[src/rtl/iccm_banked_ctrl.sv]
// Banked ICCM front-end: parallel read/write issue to interleaved SRAM banks, write-priority
// same-bank arbitration with read starvation guard, registered memory-side requests.
module iccm_banked_ctrl #(
  parameter int ADDR_WIDTH   = 11,
  parameter int DATA_WIDTH   = 32,
  parameter int NUM_BANKS    = 2,
  parameter int MEM_LATENCY  = 1,
  parameter int STARVE_LIMIT = 3,
  localparam int BS  = (NUM_BANKS > 1) ? $clog2(NUM_BANKS) : 0,
  localparam int BAW = ADDR_WIDTH - BS,
  localparam int BEW = DATA_WIDTH / 8
) (
  input  logic                           clk,
  input  logic                           rst_n,
  input  logic                           rd_req,
  input  logic [ADDR_WIDTH-1:0]          rd_addr,
  output logic                           rd_ready,
  output logic [DATA_WIDTH-1:0]          rd_data,
  output logic                           rd_valid,
  input  logic                           wr_req,
  input  logic [ADDR_WIDTH-1:0]          wr_addr,
  input  logic [DATA_WIDTH-1:0]          wr_data,
  input  logic [BEW-1:0]                 wr_be,
  output logic                           wr_ready,
  output logic [NUM_BANKS-1:0]           mem_rd,
  output logic [NUM_BANKS-1:0]           mem_wr,
  output logic [NUM_BANKS*BAW-1:0]       mem_addr,
  output logic [NUM_BANKS*DATA_WIDTH-1:0] mem_wdata,
  output logic [NUM_BANKS*BEW-1:0]       mem_be,
  input  logic [NUM_BANKS*DATA_WIDTH-1:0] mem_rdata
);

  localparam int TW  = (BS > 0) ? BS : 1;
  localparam int D   = 1 + MEM_LATENCY;
  localparam int SCW = 4;

  function automatic logic [TW-1:0] bank_of(input logic [ADDR_WIDTH-1:0] a);
    if (BS == 0) return '0;
    else return a[TW-1:0];
  endfunction

  logic [TW-1:0]   rd_bank;
  logic [TW-1:0]   wr_bank;
  logic [BAW-1:0]  rd_baddr;
  logic [BAW-1:0]  wr_baddr;
  logic            conflict;
  logic            starved;
  logic            rd_acc;
  logic            wr_acc;
  logic [SCW-1:0]  starve_cnt;
  logic [D-1:0]    pipe_vld;
  logic [TW-1:0]   pipe_tag [D];
  logic [DATA_WIDTH-1:0] rd_slice;
  logic [DATA_WIDTH-1:0] rd_data_q;

  assign rd_bank  = bank_of(rd_addr);
  assign wr_bank  = bank_of(wr_addr);
  assign rd_baddr = rd_addr[ADDR_WIDTH-1:BS];
  assign wr_baddr = wr_addr[ADDR_WIDTH-1:BS];

  assign conflict = rd_req && wr_req && (rd_bank == wr_bank);
  assign starved  = (starve_cnt == SCW'(STARVE_LIMIT));
  assign rd_ready = !conflict || starved;
  assign wr_ready = !conflict || !starved;
  assign rd_acc   = rd_req && rd_ready;
  // A zero-byte-enable write is accepted but never reaches the SRAM.
  assign wr_acc   = wr_req && wr_ready && (|wr_be);

  always_ff @(posedge clk or negedge rst_n) begin
    if (!rst_n) begin
      starve_cnt <= '0;
    end else if (rd_acc) begin
      starve_cnt <= '0;
    end else if (rd_req && !starved) begin
      starve_cnt <= starve_cnt + SCW'(1);
    end
  end

  always_ff @(posedge clk or negedge rst_n) begin
    if (!rst_n) begin
      mem_rd    <= '0;
      mem_wr    <= '0;
      mem_addr  <= '0;
      mem_wdata <= '0;
      mem_be    <= '0;
    end else begin
      for (int b = 0; b < NUM_BANKS; b++) begin
        mem_rd[b] <= rd_acc && (rd_bank == TW'(b));
        mem_wr[b] <= wr_acc && (wr_bank == TW'(b));
        if (rd_acc && (rd_bank == TW'(b))) begin
          mem_addr[b*BAW +: BAW] <= rd_baddr;
        end
        if (wr_acc && (wr_bank == TW'(b))) begin
          mem_addr[b*BAW +: BAW]               <= wr_baddr;
          mem_wdata[b*DATA_WIDTH +: DATA_WIDTH] <= wr_data;
          mem_be[b*BEW +: BEW]                 <= wr_be;
        end
      end
    end
  end

  // Bank tag travels alongside the read so the return slice can be selected at the SRAM output.
  always_ff @(posedge clk or negedge rst_n) begin
    if (!rst_n) begin
      pipe_vld <= '0;
      for (int i = 0; i < D; i++) pipe_tag[i] <= '0;
    end else begin
      pipe_vld <= {pipe_vld[D-2:0], rd_acc};
      pipe_tag[0] <= rd_bank;
      for (int i = 1; i < D; i++) pipe_tag[i] <= pipe_tag[i-1];
    end
  end

  always_comb begin
    rd_slice = '0;
    for (int b = 0; b < NUM_BANKS; b++) begin
      if (pipe_tag[D-1] == TW'(b)) rd_slice = mem_rdata[b*DATA_WIDTH +: DATA_WIDTH];
    end
  end

  always_ff @(posedge clk or negedge rst_n) begin
    if (!rst_n) begin
      rd_data_q <= '0;
    end else if (pipe_vld[D-1]) begin
      rd_data_q <= rd_slice;
    end
  end

  assign rd_valid = pipe_vld[D-1];
  assign rd_data  = rd_valid ? rd_slice : rd_data_q;

endmodule

[config.mk]
export PLATFORM = sky130hd
export DESIGN_NAME = iccm_banked_ctrl
export DESIGN_NICKNAME = d
export VERILOG_FILES = /design/src/rtl/iccm_banked_ctrl.sv
export SDC_FILE = /design/constraint.sdc
export NUM_CORES = 1
export LEC_CHECK = 0
export BUFFER_PORTS_ARGS = -buffer_cell sky130_fd_sc_hd__buf_2
export CAP_MARGIN = 20
export CORE_MARGIN = 5
export CORE_UTILIZATION = 52
export DETAILED_ROUTE_END_ITERATION = 10
export PLACE_DENSITY = 0.88
export SYNTH_ARGS = -nofsm -noshare
export SYNTH_HDL_FRONTEND = slang
export SYNTH_SLANG_ARGS = --single-unit
[constraint.sdc]
create_clock -name clk -period 6.3 [get_ports clk]
set_input_delay 1.89 -clock clk [delete_from_list [all_inputs] [get_ports clk]]
set_output_delay 1.89 -clock clk [all_outputs]
set_load 0.02 [all_outputs]
## Yosys cells after proc, flatten, opt, wreduce, memory -nomap -nowiden

Cells that the tools add are included.

- Add/subtract/negate cells: 1
- Equality and inequality tests: 2
- Muxes and demuxes: 8
- Bitwise logic cells: 2
- Reductions and logical operators: 18

Operator list:

| kind | number |
|---|---|
| $mux W32 | 2 |
| $mux W10 | 4 |
| $logic_and A1 B1 Y1 | 10 |
| $mux W4 | 2 |
| $reduce_bool A2 Y1 | 3 |
| $add A4 B1 Y4 const B | 1 |
| $eq A4 B2 Y1 const B | 1 |
| $reduce_or A4 Y1 | 1 |
| $logic_not A1 Y1 | 2 |
| $logic_or A1 B1 Y1 | 2 |
| $not A1 Y1 | 2 |
| $eq A1 B1 Y1 | 1 |

- Register bits: 136
- Input bits: 126
- Output and inout bits: 131
- Logic and storage cells: 44

## Depth between registers and ports, before layout

- Depth in word-level cells: 8
- Depth in mapped cells: 6
- Depth with buffers taken out: 6

## Least setup slack after synthesis

No wires, ideal clock.

- Kind: input-to-output
- Start: input port wr_addr[0]
- End: output port rd_ready
- Arrival time: 2.679 ns
- Path slack: 1.731 ns
- Cell stages on the path: 3
- Cell sequence: xor2_1 nor3_4 inv_1

- Cells in the longest elaborated chain, start to end: 4

RTL lines:

| item | RTL line | text |
|---|---|---|
| start, declared | 21 | `input logic [ADDR_WIDTH-1:0] wr_addr,` |
| $eq A1 B1 Y1 | 61 | `assign conflict = rd_req && wr_req && (rd_bank == wr_bank);` |
| $logic_and A1 B1 Y1 | 61 |  |
| $logic_not A1 Y1 | 63 | `assign rd_ready = !conflict \|\| starved;` |
| $logic_or A1 B1 Y1 | 63 |  |
| end, declared | 17 | `output logic rd_ready,` |

Every way passes these cells.

## Worst setup path after layout

- Start: input port rd_req
- End: output port rd_ready

- Cells in the longest elaborated chain, start to end: 4

RTL lines:

| item | RTL line | text |
|---|---|---|
| start, declared | 15 | `input logic rd_req,` |
| $logic_and A1 B1 Y1 (2 in series) | 61 |  |
| $logic_not A1 Y1 | 63 |  |
| $logic_or A1 B1 Y1 | 63 |  |

Every way passes these cells.

==> metrics.md <==
| Metric | Value |
|---|---|
| Hold Crit Start | `pipe_vld[0]$_DFF_PN0_` |
| Synth cell count leaders | `136 x dfrtp_1, 58 x mux2_4, 40 x mux2_1` |
| H-tree depth | `4` |
| Worst Path Max Fanout | `9` |
| CP arrival | `3.06 ns` |
| Switch share | `around 30%` |
| Switch Pwr | `~770 uW` |
| RD Place Congestion | `0.753` |
| Period utilization | `78.6%` |
| Grt total ovfl | `0` |
| CTS tree | `done` |
| Delay-heaviest family, CP | `simple AND/OR/NAND/NOR gates` |
| Post-CTS Resized | `0` |
| Hold slack | `0.349 ns` |
| Sequential power share | `around two fifths` |
| Vias per std cell | `5.07` |
| # rows | `39` |
| Global-route wire length before repair | `21800 um` |
| Ports | `257` |
| Highest Clock Rate | `0.202 GHz` |
| Postcts setup bufs | `0` |
| Worst-skew pair later-pin latency | `~0.41 ns` |
| Crit end category | `primary output` |
| Count leader, synth | `dfrtp_1` |
| Warnings, synthesis | `0` |
| Synth unique cells | `30` |
| Detailed-route DRC error count | `0` |
| Syn Inst Count | `401` |
| Leading post-synthesis cells by cell area | `dfrtp_1 57%, mux2_4 15%, mux2_1 7.5%, mux2i_1 5.5%, a21oi_1 2.7%` |
| Crit path required time | `4.41 ns` |
| Leak | `4.04 nW` |
| All-Layer GR Usage | `a little over a fifth` |
| Leading area contributor after synthesis | `dfrtp_1` |
| Share of layout cells above drive strength 1 | `55.0%` |
| Worst-path clk slew | `0.05 ns` |
| Die area | `13700 sq um` |
| Initial antenna violation count | `0` |
| Routed vias | `4130` |
| RSZ-0062 raised after global routing | `no` |
| Top_reg_cell synth | `dfrtp_1` |
| Relative slew slack | `34.7%` |
| Clk root buf | `clkbuf_16` |
| Post-synthesis sequential area ratio | `56.9%` |
| Setup TNS | `0 ns` |
| Max incr delay on CP | `0.46 ns` |
| Hold buffer count at CTS | `0` |
| Layout area overhead | `30.7%` |
| Antenna Cells | `0` |
| Initial core utilization | `between 50 and 60%` |
| VDD IR max | `0.000186 V` |
| DRT Wirelength | `between 10000 and 15000 um` |
| Inst Count DP | `783` |
| Die span in y | `117 um` |
| Post-synth EDFFs | `0` |
| Starting DRT DRC Count | `151` |
| Critical path class | `input port to primary output` |
| Vias in the first global route | `4383` |
| Synthesized area | `5980 sq um` |
| Hold EP | `pipe_vld[1]$_DFF_PN0_` |
| # setup viols final | `0` |
| Tmin final | `4.95 ns` |
| Worst slew pin tran | `around 0.98 ns` |
| Clk sink count | `approximately 140` |
| First-pass DRT Iterations | `4` |
| Fin cells | `814` |
| Core area | `11400 sq um` |
| Die Wd | `117 um` |
| Final worst slack | `1.35 ns` |
| # nets final | `786` |
| Post-DP HPWL | `10900 um` |
| Hold Path Stages | `0` |
| Most used cell, CP | `buf_2` |
| Hold WC Path Type | `flop to flop` |
| Drt wl/cell | `18.1 um` |
| Port Buffers | `256` |
| Syn avg cell area | `about 15 sq um` |
| Antenna Nets Post-Route | `0` |
| Yosys top cell area share | `56.9%` |
| Power Density | `335 nW/um^2` |
| Internal | `around 1.8 mW` |
| Yosys reg bits | `136` |
| Final Max Tran Viols | `0` |
| Total of max-cap violations | `0` |
| FF-to-FF setup slack | `3.52 ns` |
| Startpoint types | `input port` |
| Crit path buf inv count | `3` |
| Async set-or-reset flop fraction in the synthesized netlist | `between 90% and 100%` |
| Clock buffer depth | `2` |
| Clock power frac | `a little over a third` |
| Worst r2r path cells | `6` |
| Logic pwr share | `a little under a quarter` |
| Critical path's slowest cell | `nor3_4` |
| Worst R2R Start | `starve_cnt[0]$_DFFE_PN0P_` |
| Final clock skew | `0.0106 ns` |
| Largest net degree at the start of global routing | `79` |
| Cts bufs inserted | `17` |
| Reg2Reg Capture Point | `mem_addr[5]$_DFFE_PN0P_` |
| Synthesized Nets | `approximately 530` |
| # fillers | `803` |
| Dpl ws | `~1.4 ns` |
| Hold Vio Cnt, Final | `0` |
| Crit path cell chain | `buf_2 -> nand2_2 -> nor3_4 -> inv_1 -> buf_2` |
| Status | `finished clean` |
metrics by stage:
stage	instance area (sq um)	util, %	power [mW]
after global placement	7270	63.9	1.68
after CTS	7820	68.8	2.65
final	7820	68.8	2.62
after floorplan	5980	-	1.47
after detailed placement	7270	63.9	1.71
after global routing	7820	68.8	2.74
state kept, by name (all words and copies together) (netlist names):
register    flops
mem_wdata      64
rd_data_q      32
mem_addr       20
mem_be          8
starve_cnt      4
mem_rd          2
mem_wr          2
pipe_tag        2
pipe_vld        2
cells in the final DEF (no fill, tap or decap), drive strengths merged, types with 2 or more instances in the layout:
cell type / n
bufinv: 2
inv: 7
buf: 260
dfrtp: 136
mux2: 112
nor3: 2
a21oi: 32
mux2i: 33
nor2: 35
o21ai: 4
o311ai: 2
nand2: 6
clkbuf: 23
clkinv: 5
a22o: 2
worst max path at each step:
stage	from	endpoint	cells past startpoint
global route	rd_req	rd_ready	5
CTS	wr_addr[0]	rd_ready	5
detailed placement	rd_req	rd_ready	5
global placement	wr_addr[0]	rd_ready	5
finish	rd_req	rd_ready	5
floorplan	wr_addr[0]	rd_ready	3
kinds of logic (layout without fill, tap and decap cells):
kind of cell / count (synthesis) / count (layout) / synth area share [%]
AOI/OAI and AO/OA: 42 / 42 / 4.96
xor gates and xnor gates: 1 / 1 / 0.146
adders and majority gates: 1 / 1 / 0.209
buffers and inverters: 28 / 298 / 3.95
DFF: 136 / 136 / 56.9
muxes: 145 / 145 / 30.3
and+or+nand+nor: 48 / 48 / 3.58
power groups by stage:
stage	logic (mW)	clock network [mW]	registers (mW)
floorplan	0.264	0	1.20
global placement	0.597	0	1.09
detailed placement	0.615	0	1.10
CTS	0.617	0.946	1.08
global route	0.648	0.993	1.10
finish	0.608	0.930	1.08
cell type report:
type / instances / area [sq um] / share of cell area (%)
inverter: 7 / 26.3 / 0.336
tap: 143 / 179 / 2.29
clock buffer: 23 / 448 / 5.73
multi-input combinational: 237 / 2340 / 29.9
timing repair buffer: 260 / 1320 / 16.9
clock inverter: 8 / 100 / 1.28
sequential: 136 / 3410 / 43.6
layer usage:
layer	GRT usage, %	vias to the layer above	share of wire (%)
li1	-	1929	-
met1	23.5	1995	37
met2	36.9	182	52
met3	7.10	24	8.9
met4	7.57	0	1.7
met5	0	-	0
Note: power is estimated with default switching activity, not from simulation.
